File: src/rtl/fetch_unit.sv
// Instruction fetch: PC register, variable-latency imem handshake, held instruction with decode slices.
// Latency: ready -> instr_valid next cycle; commit -> new request next cycle. Stalls indefinitely in HOLD until commit.
module fetch_unit #(
  parameter logic [31:0] RESET_PC     = 32'h0000_0000,
  parameter int unsigned IMEM_TIMEOUT = 15
) (
  input  logic        clk,
  input  logic        rst_n,
  output logic        imem_req,
  output logic [31:0] imem_addr,
  input  logic        imem_ready,
  input  logic [31:0] imem_rdata,
  input  logic        commit,
  input  logic        PCSrc,
  input  logic [31:0] PCTarget,
  output logic        instr_valid,
  output logic [31:0] Instr,
  output logic [31:0] PC,
  output logic [31:0] PCPlus4,
  output logic [6:0]  op,
  output logic [2:0]  funct3,
  output logic        funct7b5,
  output logic        fetch_fault
);

  typedef enum logic [1:0] {
    ST_IDLE  = 2'd0,
    ST_FETCH = 2'd1,
    ST_HOLD  = 2'd2,
    ST_FAULT = 2'd3
  } state_t;

  localparam int CW = (IMEM_TIMEOUT > 0) ? $clog2(IMEM_TIMEOUT + 1) : 1;
  localparam logic [CW-1:0] CNT_LAST = (IMEM_TIMEOUT > 0) ? CW'(IMEM_TIMEOUT - 1) : '0;

  state_t        state, state_nxt;
  logic [31:0]   pc_q;
  logic [31:0]   instr_q;
  logic [31:0]   pc_plus4;
  logic [31:0]   next_pc;
  logic [CW-1:0] wait_cnt;
  logic          timeout_hit;
  logic          next_misaligned;

  assign pc_plus4        = pc_q + 32'd4;
  assign next_pc         = PCSrc ? PCTarget : pc_plus4;
  assign next_misaligned = (next_pc[1:0] != 2'b00);
  // The current not-ready cycle is the last one allowed; counter never exceeds TIMEOUT-1.
  assign timeout_hit     = (IMEM_TIMEOUT != 0) && (wait_cnt == CNT_LAST);

  always_ff @(posedge clk or negedge rst_n) begin
    if (!rst_n) begin
      state <= ST_IDLE;
    end else begin
      state <= state_nxt;
    end
  end

  always_comb begin
    state_nxt = state;
    case (state)
      ST_IDLE:  state_nxt = ST_FETCH;
      ST_FETCH: begin
        if (imem_ready) begin
          state_nxt = ST_HOLD;
        end else if (timeout_hit) begin
          state_nxt = ST_FAULT;
        end
      end
      ST_HOLD: begin
        if (commit) begin
          state_nxt = next_misaligned ? ST_FAULT : ST_FETCH;
        end
      end
      ST_FAULT: state_nxt = ST_FAULT;
      default:  state_nxt = ST_IDLE;
    endcase
  end

  always_comb begin
    imem_req    = 1'b0;
    instr_valid = 1'b0;
    fetch_fault = 1'b0;
    case (state)
      ST_FETCH: imem_req    = 1'b1;
      ST_HOLD:  instr_valid = 1'b1;
      ST_FAULT: fetch_fault = 1'b1;
      default:  ;
    endcase
  end

  // PC follows a misaligned commit too, so PC shows the faulting address.
  always_ff @(posedge clk or negedge rst_n) begin
    if (!rst_n) begin
      pc_q     <= RESET_PC;
      instr_q  <= 32'h0;
      wait_cnt <= '0;
    end else begin
      case (state)
        ST_FETCH: begin
          if (imem_ready) begin
            instr_q  <= imem_rdata;
            wait_cnt <= '0;
          end else if (!timeout_hit) begin
            wait_cnt <= wait_cnt + CW'(1);
          end
        end
        ST_HOLD: begin
          if (commit) begin
            pc_q     <= next_pc;
            wait_cnt <= '0;
          end
        end
        default: ;
      endcase
    end
  end

  assign imem_addr = pc_q;
  assign PC        = pc_q;
  assign PCPlus4   = pc_plus4;
  assign Instr     = instr_q;
  assign op        = instr_q[6:0];
  assign funct3    = instr_q[14:12];
  assign funct7b5  = instr_q[30];

endmodule

File: config.mk
export PLATFORM = sky130hd
export DESIGN_NAME = fetch_unit
export DESIGN_NICKNAME = d
export VERILOG_FILES = /design/src/rtl/fetch_unit.sv
export SDC_FILE = /design/constraint.sdc
export NUM_CORES = 1
export LEC_CHECK = 0
export CAP_MARGIN = 20
export CORE_ASPECT_RATIO = 0.5
export CORE_MARGIN = 4
export CORE_UTILIZATION = 35
export CTS_CLUSTER_SIZE = 8
export DETAILED_ROUTE_END_ITERATION = 6
export GPL_TIMING_DRIVEN = 0
export PLACE_DENSITY = 0.7
export RECOVER_POWER = 50
export SLEW_MARGIN = 20
export SYNTH_ARGS = -nofsm -noshare
export SYNTH_HDL_FRONTEND = slang
export SYNTH_SLANG_ARGS = --single-unit
File: constraint.sdc
create_clock -name clk -period 4.5 [get_ports clk]
set_input_delay 0.675 -clock clk [delete_from_list [all_inputs] [get_ports clk]]
set_output_delay 0.675 -clock clk [all_outputs]
set_load 0.01 [all_outputs]
; ---- Yosys cells after proc, flatten, opt, wreduce, memory -nomap -nowiden
; Index checks and enable logic that the tools add are counted.
[totals]
output_inout_bits = 142
in_bits = 69
reg_bits = 70
elab_cells = 33
[op_classes]
n_reduce_logical = 7
n_mux = 13
n_eq_ne = 7
add_sub_neg = 2
[op_table]
columns = operator, n
row1 = $add 32x3->32 const B, 1
row2 = $mux 32, 1
row3 = $mux 4, 3
row4 = $mux 2, 4
row5 = $pmux 2 s4, 1
row6 = $pmux 4 s2, 1
row7 = $ne 3x3->1 const B, 2
row8 = $reduce_and 2->1, 3
row9 = $add 4x1->4 const B, 1
row10 = $eq 2x2->1 const B, 2
row11 = $eq 4x4->1 const B, 1
row12 = $reduce_bool 2->1, 2
row13 = $mux 1, 3
row14 = $reduce_and 3->1, 1
row15 = $eq 2x1->1 const B, 1
row16 = $logic_not 2->1, 1
row17 = $ne 2x2->1 const B, 1

; ---- Depth between registers and ports, before layout
[depth]
depth_word = 6
depth_mapped = 8
mapped_depth_nobuf = 6

; ---- Least setup slack after synthesis
; OpenSTA, ideal clock, no wires.
[synth_path]
path_kind = reg-to-output
from = register pc_q[2] (netlist: PC[2])
to = output port PCPlus4[28]
slack_ns = 1.839
required_ns = 3.825
path_stages_with_launch = 7
path_buffers = 1
arrival_time_ns = 1.986
cell_sequence = dfrtp_1 -> ha_1 -> nand3_1 -> nor4_2 -> clkbuf_1 -> nand4_1 -> xnor2_1
[synth_via]
elab_chain_cells = 1
[synth_rtl]
columns = element, line_no
row1 = from (decl), 37  ; logic [31:0] pc_q;
row2 = from (signal assigned), 110  ; pc_q <= next_pc;
row3 = $add 32x3->32, 45  ; assign pc_plus4 = pc_q + 32'd4;
row4 = to (decl), 19  ; output logic [31:0] PCPlus4,
; Every way passes these cells.

; ---- Worst setup path after layout
[layout_path]
from = register pc_q[5] (netlist: PC[5])
to = output port PCPlus4[29]
; Same word-level chain as after synthesis.

==> reports/results.txt <==
Synthesized area per cell -> 9.351 um2
Clock root buffer -> clkbuf_16
WL final -> 14.91 mm
Startpoint Class -> flop
Async S/R FF share, synth -> 1.000
Synth Net Count -> 543
Met2 usage -> 0.3543
Crit-path max FO -> 10
Worst-Margin Slew -> 2419 ps
Die Span Y -> 87.32 um
Row count -> 28
Setup crit end kind -> primary output
Layout fillers -> 1101
Violated checks -> max-capacitance violations, max-slew violations
Drt wl/cell -> 17.32 um
Initial core utilization -> 0.3654
Max Slew Vio Count -> 52
Number of enable flip-flop cells after synthesis -> 0
Num Clock Sinks -> 70
Most Crowded Layer GR -> met2
Pre-antenna DRT Iters -> 5
GPL Wtd Cong -> 0.8917
Clock Skews -> 5.765 ps
CORE AREA -> 0.01205 mm2
Mapped Area -> 0.004404 mm2
Latest clock arrival within the worst-skew pair -> 330 ps
CP Class -> reg2out
Power Dens Cells -> 444.4 mW/mm2
Cells after Synth -> 471
Final instance area -> 0.006972 mm2
Total gr overflow -> 0
Chip width -> 166.6 um
Via count -> 4413
Share of layout cells above drive strength 1 -> 0.1580
Status -> complete, but fails checks
Final worst-path cycle share -> 0.8947
Register area share after synthesis -> 0.3977
Area growth syn-to-layout -> 58.30%
Dpl hpwl -> 11.10 mm
I/O pin total -> 211
Area contributors post-synth -> dfrtp_1 (40%), mux2_2 (8.9%), buf_4 (8.0%)
Most used flip-flop cell after synthesis -> dfrtp_1
Largest net degree at the start of global routing -> 52
Fmax -> 248.4 MHz
CTS tree -> done
Worst vdd ir -> 0.0002914 V
Yosys warns -> 0
GRT Total Usage -> 0.1993
Top-count cell post-synth -> dfrtp_1
Met1 Usage GRT -> 0.2506
Max transition margin -> -0.6127
Final ANT Viol Nets -> 0
Clk slew on worst S/H paths -> 60 ps
CTS buffer count -> 9
Post-CTS Setup Inserts -> 0
Area post-placement -> 0.006728 mm2
Via/cell ratio -> 5.125
Fin. Hold Viols -> 0
Hold Crit Depth -> 1
# hold bufs at CTS -> 0
Deepest clock path buffer count -> 2
LEAKAGE -> 2.905 nW
Htree depth -> 3
Register Area -> 0.001752 mm2
Max Cap Viol -> 1
Final TNS setup -> 0 ps
Synth Register Bits -> 70
First-pass GRT wire length -> 23.61 mm
Setup-failing EPs final -> 0
Leading area contributor after synthesis -> dfrtp_1
Worst hold-check path type -> reg2reg
Vias in the first global route -> 4460
Synth cell types -> 52
Antenna violations before repair -> 0
Commonest cells post-synth -> dfrtp_1 (70), buf_4 (47), mux2_2 (35)
Worst Path Arrival -> 3350 ps
Final routed DRC violation total -> 0
Cts repair resizes -> 0
Synth top area share -> 0.3977
Met3 Resource Use GR -> 0.04488
Die area -> 0.01455 mm2
RSZ-0062 raised after global routing -> no
Clock period minus worst slack -> 4026 ps
Worst EP required -> 3830 ps
Buffers on Ports -> 209
Multi-input logic area -> 0.002101 mm2
Reg2Reg Depth -> 5
Final Net Count -> 764
Drt first-iter violations -> 393
N_diodes -> 0
## per-stage QoR
step | hold WS [ps] | instances | util | worst slack (ps) | power [mW]
3_3_place_gp | 484.9 | 845 | 0.5562 | 104.6 | 2.539
3_5_place_dp | 491.9 | 846 | 0.5582 | 897.7 | 2.576
4_1_cts | 235.1 | 861 | 0.5803 | 534.6 | 3.230
6_report | 496.3 | 861 | 0.5785 | 474.0 | 3.098
5_1_grt | 517.7 | 861 | 0.5785 | 96.51 | 3.288
2_1_floorplan | 379.4 | 471 | - | 1839 | 1.676
## per-layer routing
layer | vias to the layer above | wire [um]
li1 | 2095 | -
met3 | 20 | 1111
met2 | 199 | 7363
met4 | 0 | 167
met5 | - | 0
met1 | 2099 | 6272
## critical path, stage by stage (launching register included)
cell and delay (ps):
dfrtp_1 500, nand4_1 320, nor4_2 870, buf_2 420, nand3_1 180, xnor2_1 160
clkdlybuf4s50_1 570
## power by group
| part | internal (mW) | total (mW) | switching, mW |
|---|---|---|---|
| Combinational | 0.888 | 1.45 | 0.563 |
| Sequential | 0.832 | 1.00 | 0.173 |
| Clock | 0.368 | 0.643 | 0.274 |
| Total | 2.09 | 3.10 | 1.01 |
## logic make-up (layout without fill, tap and decap cells)
family,count (synthesis),count (layout),share of synthesized area
and+or+nand+nor,147,147,0.1812
adders and majority gates,3,3,0.008524
DFF,70,70,0.3977
xor gates and xnor gates,28,28,0.05568
muxes,37,37,0.09403
AOI/OAI and AO/OA,88,88,0.1375
buffers and inverters,98,323,0.1253
## path summary, 6_finish.rpt
| path | start | end | slack [ps] |
|---|---|---|---|
| max | PC[5] | PCPlus4[29] | 470 |
| min | Instr[9] | Instr[9] | 500 |
| max reg2reg | PC[5] | PC[29] | 1890 |
| min reg2reg | Instr[9] | Instr[9] | 500 |
| max in group asynchronous | rst_n | Instr[27] | 810 |
| min in group asynchronous | rst_n | PC[29] | 560 |
## final cells by class
| type | count | share of cell area |
|---|---|---|
| repair buffers | 210 | 0.3006 |
| plain buffers | 80 | 0.06945 |
| multi-input cells | 303 | 0.3013 |
| clock inverters | 6 | 0.005743 |
| clock buffers | 9 | 0.03230 |
| well taps | 165 | 0.02961 |
| inverters | 18 | 0.009691 |
| flip-flops and latches | 70 | 0.2513 |
## flip-flops by register name (all words and copies together), names as in the netlist
signal and flops:
PC 32, Instr 32, wait_cnt 4, state 2
## cell usage in the layout, fill, tap and decap left out, types with 4 or more instances in the layout
master,synthesis,routed
clkdlybuf4s50_1,0,146
dfrtp_1,70,70
dlygate4sd3_1,0,62
buf_4,47,47
mux2_2,35,35
nand3_1,28,28
clkbuf_1,24,26
nor2_1,25,25
xnor2_1,22,22
nor3_1,20,20
inv_1,18,18
nand2_1,16,16
a21oi_1,16,16
o21ai_0,16,16
a31oi_1,15,15
and3_1,11,11
o211ai_1,10,10
nand4_1,9,9
or3_1,9,9
clkbuf_16,0,9
a311o_1,8,8
xor2_1,6,6
buf_2,5,5
nand2b_1,5,5
o2bb2ai_1,5,5
nor2b_1,4,4
a22oi_1,4,4
Power figures use the tool's default switching activity.
